File: src/rtl/phy_pkg.sv
// Shared definitions for the PHY receive path: comma/lock defaults, rx FSM encoding
// and the idle-cycle predicate.
package phy_pkg;

  localparam logic [7:0]  COM_SYMBOL_DEF = 8'hBC;
  localparam int unsigned LOCK_COUNT_DEF = 4;

  typedef enum logic [1:0] {
    SEARCH    = 2'b00,
    LOCKED_H0 = 2'b01,
    LOCKED_H1 = 2'b10
  } rx_state_e;

  // An idle cycle carries the comma byte on both lanes with neither lane valid.
  function automatic logic is_idle(input logic [7:0] b0, input logic [7:0] b1,
                                   input logic v0, input logic v1,
                                   input logic [7:0] com);
    return (!v0 && !v1 && (b0 == com) && (b1 == com));
  endfunction

endpackage

File: src/rtl/phy_rx_assembler.sv
// Collects two 16-bit lane pairs into one 32-bit word, MSB half first, and
// registers the word together with a one-cycle valid strobe.
module phy_rx_assembler
  import phy_pkg::*;
(
  input  logic        i_clk,
  input  logic        i_rst_n,
  input  logic        i_cap_hi,
  input  logic        i_cap_lo,
  input  logic [7:0]  i_lane0,
  input  logic [7:0]  i_lane1,
  output logic [31:0] o_data,
  output logic        o_valid
);

  logic [15:0] r_hi;
  logic [31:0] r_data;
  logic        r_valid;

  // High half is held until the matching low half arrives; a stale half is simply overwritten.
  always_ff @(posedge i_clk or negedge i_rst_n) begin
    if (!i_rst_n) begin
      r_hi <= 16'h0000;
    end else if (i_cap_hi) begin
      r_hi <= {i_lane0, i_lane1};
    end else begin
      r_hi <= r_hi;
    end
  end

  // Output word and strobe; the word holds between strobes.
  always_ff @(posedge i_clk or negedge i_rst_n) begin
    if (!i_rst_n) begin
      r_data  <= 32'h0000_0000;
      r_valid <= 1'b0;
    end else if (i_cap_lo) begin
      r_data  <= {r_hi, i_lane0, i_lane1};
      r_valid <= 1'b1;
    end else begin
      r_data  <= r_data;
      r_valid <= 1'b0;
    end
  end

  assign o_data  = r_data;
  assign o_valid = r_valid;

endmodule

File: src/rtl/phy_rx_unstripe.sv
// Two-lane byte unstriper: locks on LOCK_COUNT idle comma cycles, then rebuilds 32-bit words.
// Optional saturating error counter port when PHY_RX_ERR_CNT_EN is defined.
module phy_rx_unstripe
  import phy_pkg::*;
#(
  parameter logic [7:0]  COM_SYMBOL = COM_SYMBOL_DEF,
  parameter int unsigned LOCK_COUNT = LOCK_COUNT_DEF
) (
  input  logic        clk_2f,
  input  logic        reset,
  input  logic [7:0]  data_in_0,
  input  logic [7:0]  data_in_1,
  input  logic        valid_in0,
  input  logic        valid_in1,
  output logic [31:0] data_output,
  output logic        valid_out,
  output logic        active,
  output logic        error
`ifdef PHY_RX_ERR_CNT_EN
  ,
  output logic [7:0]  err_count
`endif
);

  localparam logic [3:0] LOCK_TGT = 4'(LOCK_COUNT);

  rx_state_e  r_state, w_state_nxt;
  logic [3:0] r_lock_cnt, w_lock_cnt_nxt;
  logic       r_active, w_active_nxt;
  logic       r_error;
  logic       w_violation, w_cap_hi, w_cap_lo, w_idle, w_both_valid;
  logic [3:0] w_cnt_inc;

  assign w_idle       = is_idle(data_in_0, data_in_1, valid_in0, valid_in1, COM_SYMBOL);
  assign w_both_valid = valid_in0 && valid_in1;
  assign w_cnt_inc    = r_lock_cnt + 4'd1;

  // State, lock counter, active and error registers.
  always_ff @(posedge clk_2f or negedge reset) begin
    if (!reset) begin
      r_state    <= SEARCH;
      r_lock_cnt <= 4'd0;
      r_active   <= 1'b0;
      r_error    <= 1'b0;
    end else begin
      r_state    <= w_state_nxt;
      r_lock_cnt <= w_lock_cnt_nxt;
      r_active   <= w_active_nxt;
      r_error    <= w_violation;
    end
  end

  // Next-state decode; any violation in a locked state drops straight back to SEARCH.
  always_comb begin
    w_state_nxt    = r_state;
    w_lock_cnt_nxt = r_lock_cnt;
    w_active_nxt   = r_active;
    w_violation    = 1'b0;
    w_cap_hi       = 1'b0;
    w_cap_lo       = 1'b0;
    case (r_state)
      SEARCH: begin
        w_active_nxt = 1'b0;
        if (w_idle) begin
          if (w_cnt_inc == LOCK_TGT) begin
            w_state_nxt    = LOCKED_H0;
            w_lock_cnt_nxt = 4'd0;
            w_active_nxt   = 1'b1;
          end else begin
            w_lock_cnt_nxt = w_cnt_inc;
          end
        end else begin
          w_lock_cnt_nxt = 4'd0;
        end
      end
      LOCKED_H0: begin
        if (w_both_valid) begin
          w_cap_hi    = 1'b1;
          w_state_nxt = LOCKED_H1;
        end else if (w_idle) begin
          w_state_nxt = LOCKED_H0;
        end else begin
          w_violation = 1'b1;
        end
      end
      LOCKED_H1: begin
        // An idle between halves is illegal: the half word is abandoned.
        if (w_both_valid) begin
          w_cap_lo    = 1'b1;
          w_state_nxt = LOCKED_H0;
        end else begin
          w_violation = 1'b1;
        end
      end
      default: begin
        w_state_nxt    = SEARCH;
        w_lock_cnt_nxt = 4'd0;
        w_active_nxt   = 1'b0;
      end
    endcase
    if (w_violation) begin
      w_state_nxt    = SEARCH;
      w_lock_cnt_nxt = 4'd0;
      w_active_nxt   = 1'b0;
    end else begin
      w_active_nxt   = w_active_nxt;
    end
  end

  phy_rx_assembler u_asm (
    .i_clk    (clk_2f),
    .i_rst_n  (reset),
    .i_cap_hi (w_cap_hi),
    .i_cap_lo (w_cap_lo),
    .i_lane0  (data_in_0),
    .i_lane1  (data_in_1),
    .o_data   (data_output),
    .o_valid  (valid_out)
  );

  assign active = r_active;
  assign error  = r_error;

`ifdef PHY_RX_ERR_CNT_EN
  logic [7:0] r_err_cnt;

  // Saturating count of violations, cleared only by reset.
  always_ff @(posedge clk_2f or negedge reset) begin
    if (!reset) begin
      r_err_cnt <= 8'h00;
    end else if (w_violation && (r_err_cnt != 8'hFF)) begin
      r_err_cnt <= r_err_cnt + 8'd1;
    end else begin
      r_err_cnt <= r_err_cnt;
    end
  end

  assign err_count = r_err_cnt;
`endif

endmodule

File: config.mk
export PLATFORM = sky130hd
export DESIGN_NAME = phy_rx_unstripe
export DESIGN_NICKNAME = d
export VERILOG_FILES = /design/src/rtl/phy_pkg.sv /design/src/rtl/phy_rx_assembler.sv /design/src/rtl/phy_rx_unstripe.sv
export SDC_FILE = /design/constraint.sdc
export NUM_CORES = 1
export LEC_CHECK = 0
export CELL_PAD_IN_SITES_DETAIL_PLACEMENT = 0
export CELL_PAD_IN_SITES_GLOBAL_PLACEMENT = 1
export CORE_UTILIZATION = 36
export DETAILED_ROUTE_END_ITERATION = 12
export MAX_ROUTING_LAYER = met4
export PLACE_DENSITY = 0.73
export SLEW_MARGIN = 20
export SYNTH_ARGS = -nofsm -noshare
export SYNTH_HDL_FRONTEND = slang
export SYNTH_SLANG_ARGS = --single-unit
File: constraint.sdc
create_clock -name clk_2f -period 1.79 [get_ports clk_2f]
set_clock_uncertainty 0.1 [all_clocks]
set_input_delay 0.179 -clock clk_2f [delete_from_list [all_inputs] [get_ports clk_2f]]
set_output_delay 0.179 -clock clk_2f [all_outputs]
set_load 0.02 [all_outputs]
==> results of run 1 <==
## timing repair
item,in CTS,in global routing
cloned,0,1
pin swaps,7,4
hold buffers,1,0
setup buffers,0,2
setup endpoints to repair,8,39
hold endpoints to repair,57,0
gates resized for setup,10,10
## per-stage QoR
stage | power (W) | hold WS (ps) | area, µm² | TNS, ps | utilization (%)
CTS | 0.002692 | 188.8 | 3576 | -166.2 | 56.00
detailed placement | 0.001442 | 103.3 | 3342 | -4049 | 52.33
global route | 0.002752 | 217.9 | 3666 | -481.4 | 57.41
floorplan | 0.001321 | -216.6 | 2400 | -295.7 | -
finish | 0.002652 | 202.0 | 3666 | -167.7 | 57.41
global placement | 0.001441 | 103.7 | 3342 | -3818 | 52.33
## how the worst max path moves through the flow
stage	to	startpoint	depth (start not counted)	slack, ps
after floorplan	r_state[0]$_DFFE_PN0P_	data_in_0[6]	5	-150
after global placement	r_state[0]$_DFFE_PN0P_	data_in_0[6]	6	-590
after detailed placement	r_state[1]$_DFFE_PN0P_	data_in_0[6]	6	-640
after CTS	r_state[1]$_DFFE_PN0P_	r_lock_cnt[0]$_DFFE_PN0P_	7	-90
after global routing	r_state[1]$_DFFE_PN0P_	r_lock_cnt[0]$_DFFE_PN0P_	7	-170
final	r_state[1]$_DFFE_PN0P_	data_in_0[6]	6	-80
## worst min-delay path, stage by stage
cell             delay, ps
clkdlybuf4s15_1        190
buf_4                  110
mux2_2                 130
## power groups by stage
stage          sequential, W  combinational, W  clock, W
3_3_place_gp         0.00131          0.000129         0
6_report             0.00129          0.000128   0.00124
4_1_cts              0.00129          0.000131   0.00127
3_5_place_dp         0.00131          0.000130         0
5_1_grt              0.00129          0.000142   0.00132
2_1_floorplan        0.00131        0.00000873         0
## cells in the final DEF, fill, tap and decap left out, types with 2 or more instances in the layout
| master | instances |
|---|---|
| dfrtp_1 | 57 |
| clkdlybuf4s50_1 | 49 |
| mux2_2 | 48 |
| buf_4 | 40 |
| clkbuf_8 | 12 |
| nand2_1 | 4 |
| inv_1 | 4 |
| nor2_1 | 3 |
| ha_2 | 3 |
| dlygate4sd2_1 | 3 |
| nand2b_1 | 2 |
| nand4_1 | 2 |
| or4_4 | 2 |
| o21ai_1 | 2 |
| nand3_2 | 2 |
| nand3_1 | 2 |
| nor3_1 | 2 |
| o2bb2ai_1 | 2 |
| nor3b_2 | 2 |
| a211o_1 | 2 |
| ha_1 | 2 |
| buf_12 | 2 |
## layout make-up
| cell class | count | share of cell area [%] |
|---|---|---|
| Clock inverter | 2 | 1.024 |
| Inverter | 4 | 0.4096 |
| Clock buffer | 12 | 4.505 |
| Tap cell | 77 | 2.628 |
| Sequential cell | 57 | 38.91 |
| Multi-Input combinational cell | 98 | 27.78 |
| Timing Repair Buffer | 98 | 24.74 |
## kinds of logic after synthesis
logic type,share of synthesized area (%)
and+or+nand+nor,8.145
AOI/OAI and AO/OA,4.909
adders and majority gates,3.133
muxes,23.03
buffers and inverters,1.253
DFF,59.53
## state kept, by name, summed over array words and instances (netlist names)
register and flops:
u_asm.o_data 32, error 1, active 1, u_asm.o_valid 1
r_lock_cnt 4, r_state 2, u_asm.r_hi 16
## metal layers
layer	share of wire (%)	vias to the layer above	track usage, %
li1	-	803	-
met3	5.8	7	6.034
met2	47	38	23.87
met4	1.7	0	7.858
met1	45	822	19.27
met5	0	-	-
==> out/results.txt, run 1 <==
Combined flip-flop and latch cell area - 1426 µm²
Crit path max fanout - 2
Startpoint types - input pin
Mapped Area - 2396 µm²
R2R setup slack - -40 ps
Setup-failing EPs final - 3
Primary FF master, synth - dfrtp_1
Status - complete, but fails checks
Die Y - 83.58 µm
Seq/Total Area, Yosys - 59.53%
Number of global-route vias before repair - 1806
Switching part of the total - 20.77%
DP Worst Slack - -637.0 ps
Crit-path max cell delay - 530 ps
Rows - 29
Final Net Count - 294
Clock network fraction of total power - 46.6%
Hold Crit Depth - 3
Final Non-Filler Cells - 348
Worst Hold End - u_asm.o_data[1]$_DFFE_PN0P_
Ports - 55
Clk_lat worst skew - 330 ps
Post-synth top cells - dfrtp_1 (57), mux2_2 (48), ha_1 (6)
Syn_nets - 189
Routability cong. - 0.7234
Slew Limit Fails - 0
Area added between synthesis and finish - 53.00%
Antenna violations before repair - 0
Peak VDD IR - 0.0004427 V
Clock Path Buffers - 2
Critical path arrival - 1980 ps
Routed vias - 1670
Die W - 83.58 µm
Post-synthesis register bit count - 57
Total wire length - 5.176 mm
First-pass GRT wire length - 8.349 mm
Diodes inserted - 0
Clk sinks - 57
CTS tree - yes
Hold Startpoint - data_in_1[1]
RR Endpoint - r_state[1]$_DFFE_PN0P_
CTS Root Cell - clkbuf_8
DR DRC count - 0
Mean area per synthesized cell - 14.70 µm²
Power density cells - 723.3 nW/µm²
Setup crit end kind - flop
Congestion Overflow GR - 0
Clock H-tree levels - 3
Yosys Warn Count - 0
Cell variety after synth - 32
Final Hold Viols - 0
Setup CP Type - input pin to flop
Sw Pwr - 0.0005507 W
Via/cell ratio - 4.799
Max Cap Viol - 0
Core Area - 6386 µm²
Slew headroom - 77.86%
Yosys top cell area share - 59.53%
Unrepaired setup endpoints after global routing - true
Post-synth EDFFs - 0
Top delay family on crit path - simple AND/OR/NAND/NOR gates
HPWL Detailed - 3.428 mm
Combinational fraction of design power - 4.8%
Top-count cell post-synth - dfrtp_1
Async set-or-reset flop fraction in the synthesized netlist - 100.0%
Slew @ Worst Pin - 330.1 ps
Worst setup margin - -75.80 ps
Violated checks - setup timing
IO buf count - 54
Fin crit share - 104.2%
Reg2Reg Depth - 7
Starting density of the core - 37.52%
CTS Buf Count - 9
Largest net degree at the start of global routing - 58
Largest area contributor in the netlist - dfrtp_1
Clk pin slew, worst setup/hold paths - 60 ps
First-pass iteration count of the detailed router - 4
P_int - 0.002101 W
Cells after synthesis - 163
Ratio of cells with drive above 1 in the final layout - 46.13%
Routed Antenna Nets - 0
Cell leakage power - 1.834 nW
GRT Overall Usage - 16.08%
CP required - 1910 ps
Fin crit period - 1866 ps
Top post-synthesis cells by area - dfrtp_1 (60%), mux2_2 (23%), ha_1 (3.1%)
Min-delay worst type - input pin to flop
Starting DRT DRC Count - 49
Slowest-stage cell, CP - or4b_4
R2r startpoint - r_lock_cnt[0]$_DFFE_PN0P_
Avg WL per Cell - 14.87 µm
WP buf/inv - 1
Seq pwr share - 48.6%
Critical Path, Cell by Cell - dlygate4sd2_1 -> or4b_4 -> or4_4 -> o41ai_4 -> mux2_4 -> o21ai_1
Fill cells - 536
Area of the multi-input gates - 1018 µm²
Die area - 6986 µm²
Dpl cells - 330
Fmax - 0.5360 GHz
Power figures use the tool's default switching activity.
==> run 2, diff against run 1 <==
Settings changed: CAP_MARGIN from default to 20, CORE_MARGIN from default to 2.
==> run 2 against run 1 <==
- utilization shrank 0.098 points
- sequential share of layout area is 0.067 points higher
- clock power hardly changed
- maximum frequency increased by 1.3%
- critical endpoint unchanged
- first-iteration DRC count down 35%
- the run still ends with setup timing left
- highest routed layer unchanged
- sequential power is essentially flat
==> out/results.txt, run 2 (synthesized netlist as in run 1, its figures left out) <==
Status - complete, but fails checks
Violated checks - setup timing
Fmax - 0.5431 GHz (+1.3%)
Fin crit share - 102.9% (-1.4 points)
Setup CP Type - flop to flop
Slew headroom - 77.86% (about the same)
Setup-failing EPs final - 4 (+1)
IO buf count - 54 (unchanged)
P_int - 0.002049 W (-2.5%)
Clock H-tree levels - 3 (unchanged)
Final hold slack - 100.8 ps (-101.2 ps)
Die area - 7324 µm² (+4.8%)
Clock network fraction of total power - 46.5% (about the same)
Final setup TNS - -149.3 ps (+18.39 ps)
Area added between synthesis and finish - 52.74%
Clk_lat worst skew - 330 ps (about the same)
Seq pwr share - 48.7% (about the same)
Final Net Count - 295 (+0.34%)
Via/cell ratio - 4.858 (+1.2%)
Power density cells - 722.4 nW/µm² (-0.13%)
Final Hold Viols - 0 (unchanged)
Setup crit end kind - flop
Startpoint types - flop
GRT Overall Usage - 15.32% (-0.75 points)
Commonest cells after routing, fill and taps aside - dfrtp_1 (57), clkdlybuf4s50_1 (49), mux2_2 (48)
Congestion Overflow GR - 0 (unchanged)
HPWL Detailed - 3.481 mm (+1.5%)
DR DRC count - 0 (unchanged)
Grt met1 use - 18.39% (-0.87 points)
Clock Path Buffers - 2 (unchanged)
Unrepaired setup endpoints after global routing - true
CTS Root Cell - clkbuf_8
Largest net degree at the start of global routing - 34 (-41%)
Sw Pwr - 0.0005947 W (+8.0%)
Slew Limit Fails - 0 (unchanged)
CTS tree - yes
Grt met2 use - 23.01% (-0.86 points)
R2R setup slack - -50 ps (about the same)
Routability cong. - 0.7339 (+1.5%)
Rows - 29 (unchanged)
Die Y - 85.58 µm (+2.4%)
Number of global-route vias before repair - 1783 (-1.3%)
First-pass GRT wire length - 8.314 mm (-0.42%)
Routed Antenna Nets - 0 (unchanged)
Worst setup margin - -51.12 ps (+24.69 ps)
Critical path arrival - 1970 ps (about the same)
Slew @ Worst Pin - 332.1 ps (+2.001 ps)
Die W - 85.58 µm (+2.4%)
Switching part of the total - 22.49% (+1.7 points)
Commonest non-fill, non-tap cell in the layout - dfrtp_1
Largest register FFs - 32 (unchanged)
Starting DRT DRC Count - 32 (-35%)
Fin crit period - 1841 ps (-24.69 ps)
Cell leakage power - 1.841 nW (+0.39%)
Ports - 55 (unchanged)
Routing usage on met3 - 5.486% (-0.55 points)
Fill cells - 543 (+1.3%)
Peak VDD IR - 0.0008335 V (+88%)
Combinational fraction of design power - 4.8% (about the same)
First-pass iteration count of the detailed router - 3 (-1)
Ratio of cells with drive above 1 in the final layout - 46.35% (+0.22 points)
CTS Buf Count - 9 (unchanged)
Clk pin slew, worst setup/hold paths - 70 ps (about the same)
Diodes inserted - 0 (unchanged)
Min-delay worst type - input pin to async pin
Crit path max fanout - 4 (+2)
Antenna violations before repair - 0 (unchanged)
GR peak layer - met2
DP Worst Slack - -617.9 ps (+19.11 ps)
Max Cap Viol - 0 (unchanged)
Total wire length - 5.208 mm (+0.62%)
Reg2Reg Depth - 7 (unchanged)
Starting density of the core - 37.52% (unchanged)
Core Area - 6386 µm² (unchanged)
CP required - 1910 ps (about the same)
Routed vias - 1705 (+2.1%)
Avg WL per Cell - 14.84 µm (-0.24%)
Clk sinks - 57 (unchanged)
## run 2: changes by cell type in the layout (fill, tap and decap cells not counted), moves of 2 or more
cell,before,now
buf_4,40,42
clkbuf_8,12,10
clkinv_4,0,2
o21ai_1,2,0
## run 2: area by class of cell
cell class	instances	area (µm²)	share of cell area, %
clock inverters	5	63.81	1.744
flip-flops and latches	57	1426	38.97
well taps	77	96.34	2.632
inverters	4	15.01	0.4103
repair buffers	99	903.4	24.68
multi-input cells	98	1013	27.69
clock buffers	11	141.4	3.863
## run 2: timing repair
action,CTS,global route
cloned,0,1
hold buffers,1,0
gates resized for setup,11,9
buffers inserted,1,2
pin swaps,9,6
setup endpoints to repair,8,39
endpoints found under the hold margin,57,0
## run 2: final timing paths
check                                           from                      endpoint
min in group clk_2f                     data_in_1[0]   u_asm.o_data[0]$_DFFE_PN0P_
setup reg to reg           r_lock_cnt[1]$_DFFE_PN0P_        r_state[1]$_DFFE_PN0P_
setup / recovery           r_lock_cnt[1]$_DFFE_PN0P_        r_state[1]$_DFFE_PN0P_
hold / removal                                 reset  u_asm.o_data[31]$_DFFE_PN0P_
hold reg to reg                   active$_DFFE_PN0P_            active$_DFFE_PN0P_
max in group asynchronous                      reset   u_asm.o_data[8]$_DFFE_PN0P_
## run 2: routing by layer
metal  up-vias  share of wire [%]  wire, µm
met5         -                  0         0
met4         0                1.3        70
met3         8                5.5       286
met2        42                 50      2598
met1       850                 43      2252
li1        805                  -         -
## run 2: power by group through the flow
| stage | combinational, W | clock (W) | sequential [W] |
|---|---|---|---|
| 2_1_floorplan | 0.00000873 | 0 | 0.00131 |
| 3_3_place_gp | 0.000128 | 0 | 0.00131 |
| 3_5_place_dp | 0.000129 | 0 | 0.00131 |
| 4_1_cts | 0.000130 | 0.00127 | 0.00129 |
| 5_1_grt | 0.000142 | 0.00133 | 0.00129 |
| 6_report | 0.000127 | 0.00123 | 0.00129 |
## run 2: worst max-delay path: stages, from the launching register on
cell and delay, ps:
dfrtp_1 410, ha_2 220, nor4bb_4 280, a31oi_1 70, buf_4 160, o41ai_4 220
mux2_4 220, o21ai_2 50
## run 2: metrics by stage
step           instance area [µm²]  total power, W  utilization, %  cells
4_1_cts                       3576        0.002686           56.00    348
3_3_place_gp                  3337        0.001440           52.25    331
3_5_place_dp                  3337        0.001441           52.25    331
6_report                      3660        0.002644           57.31    351
5_1_grt                       3660        0.002760           57.31    351
2_1_floorplan                 2400        0.001321               -    163
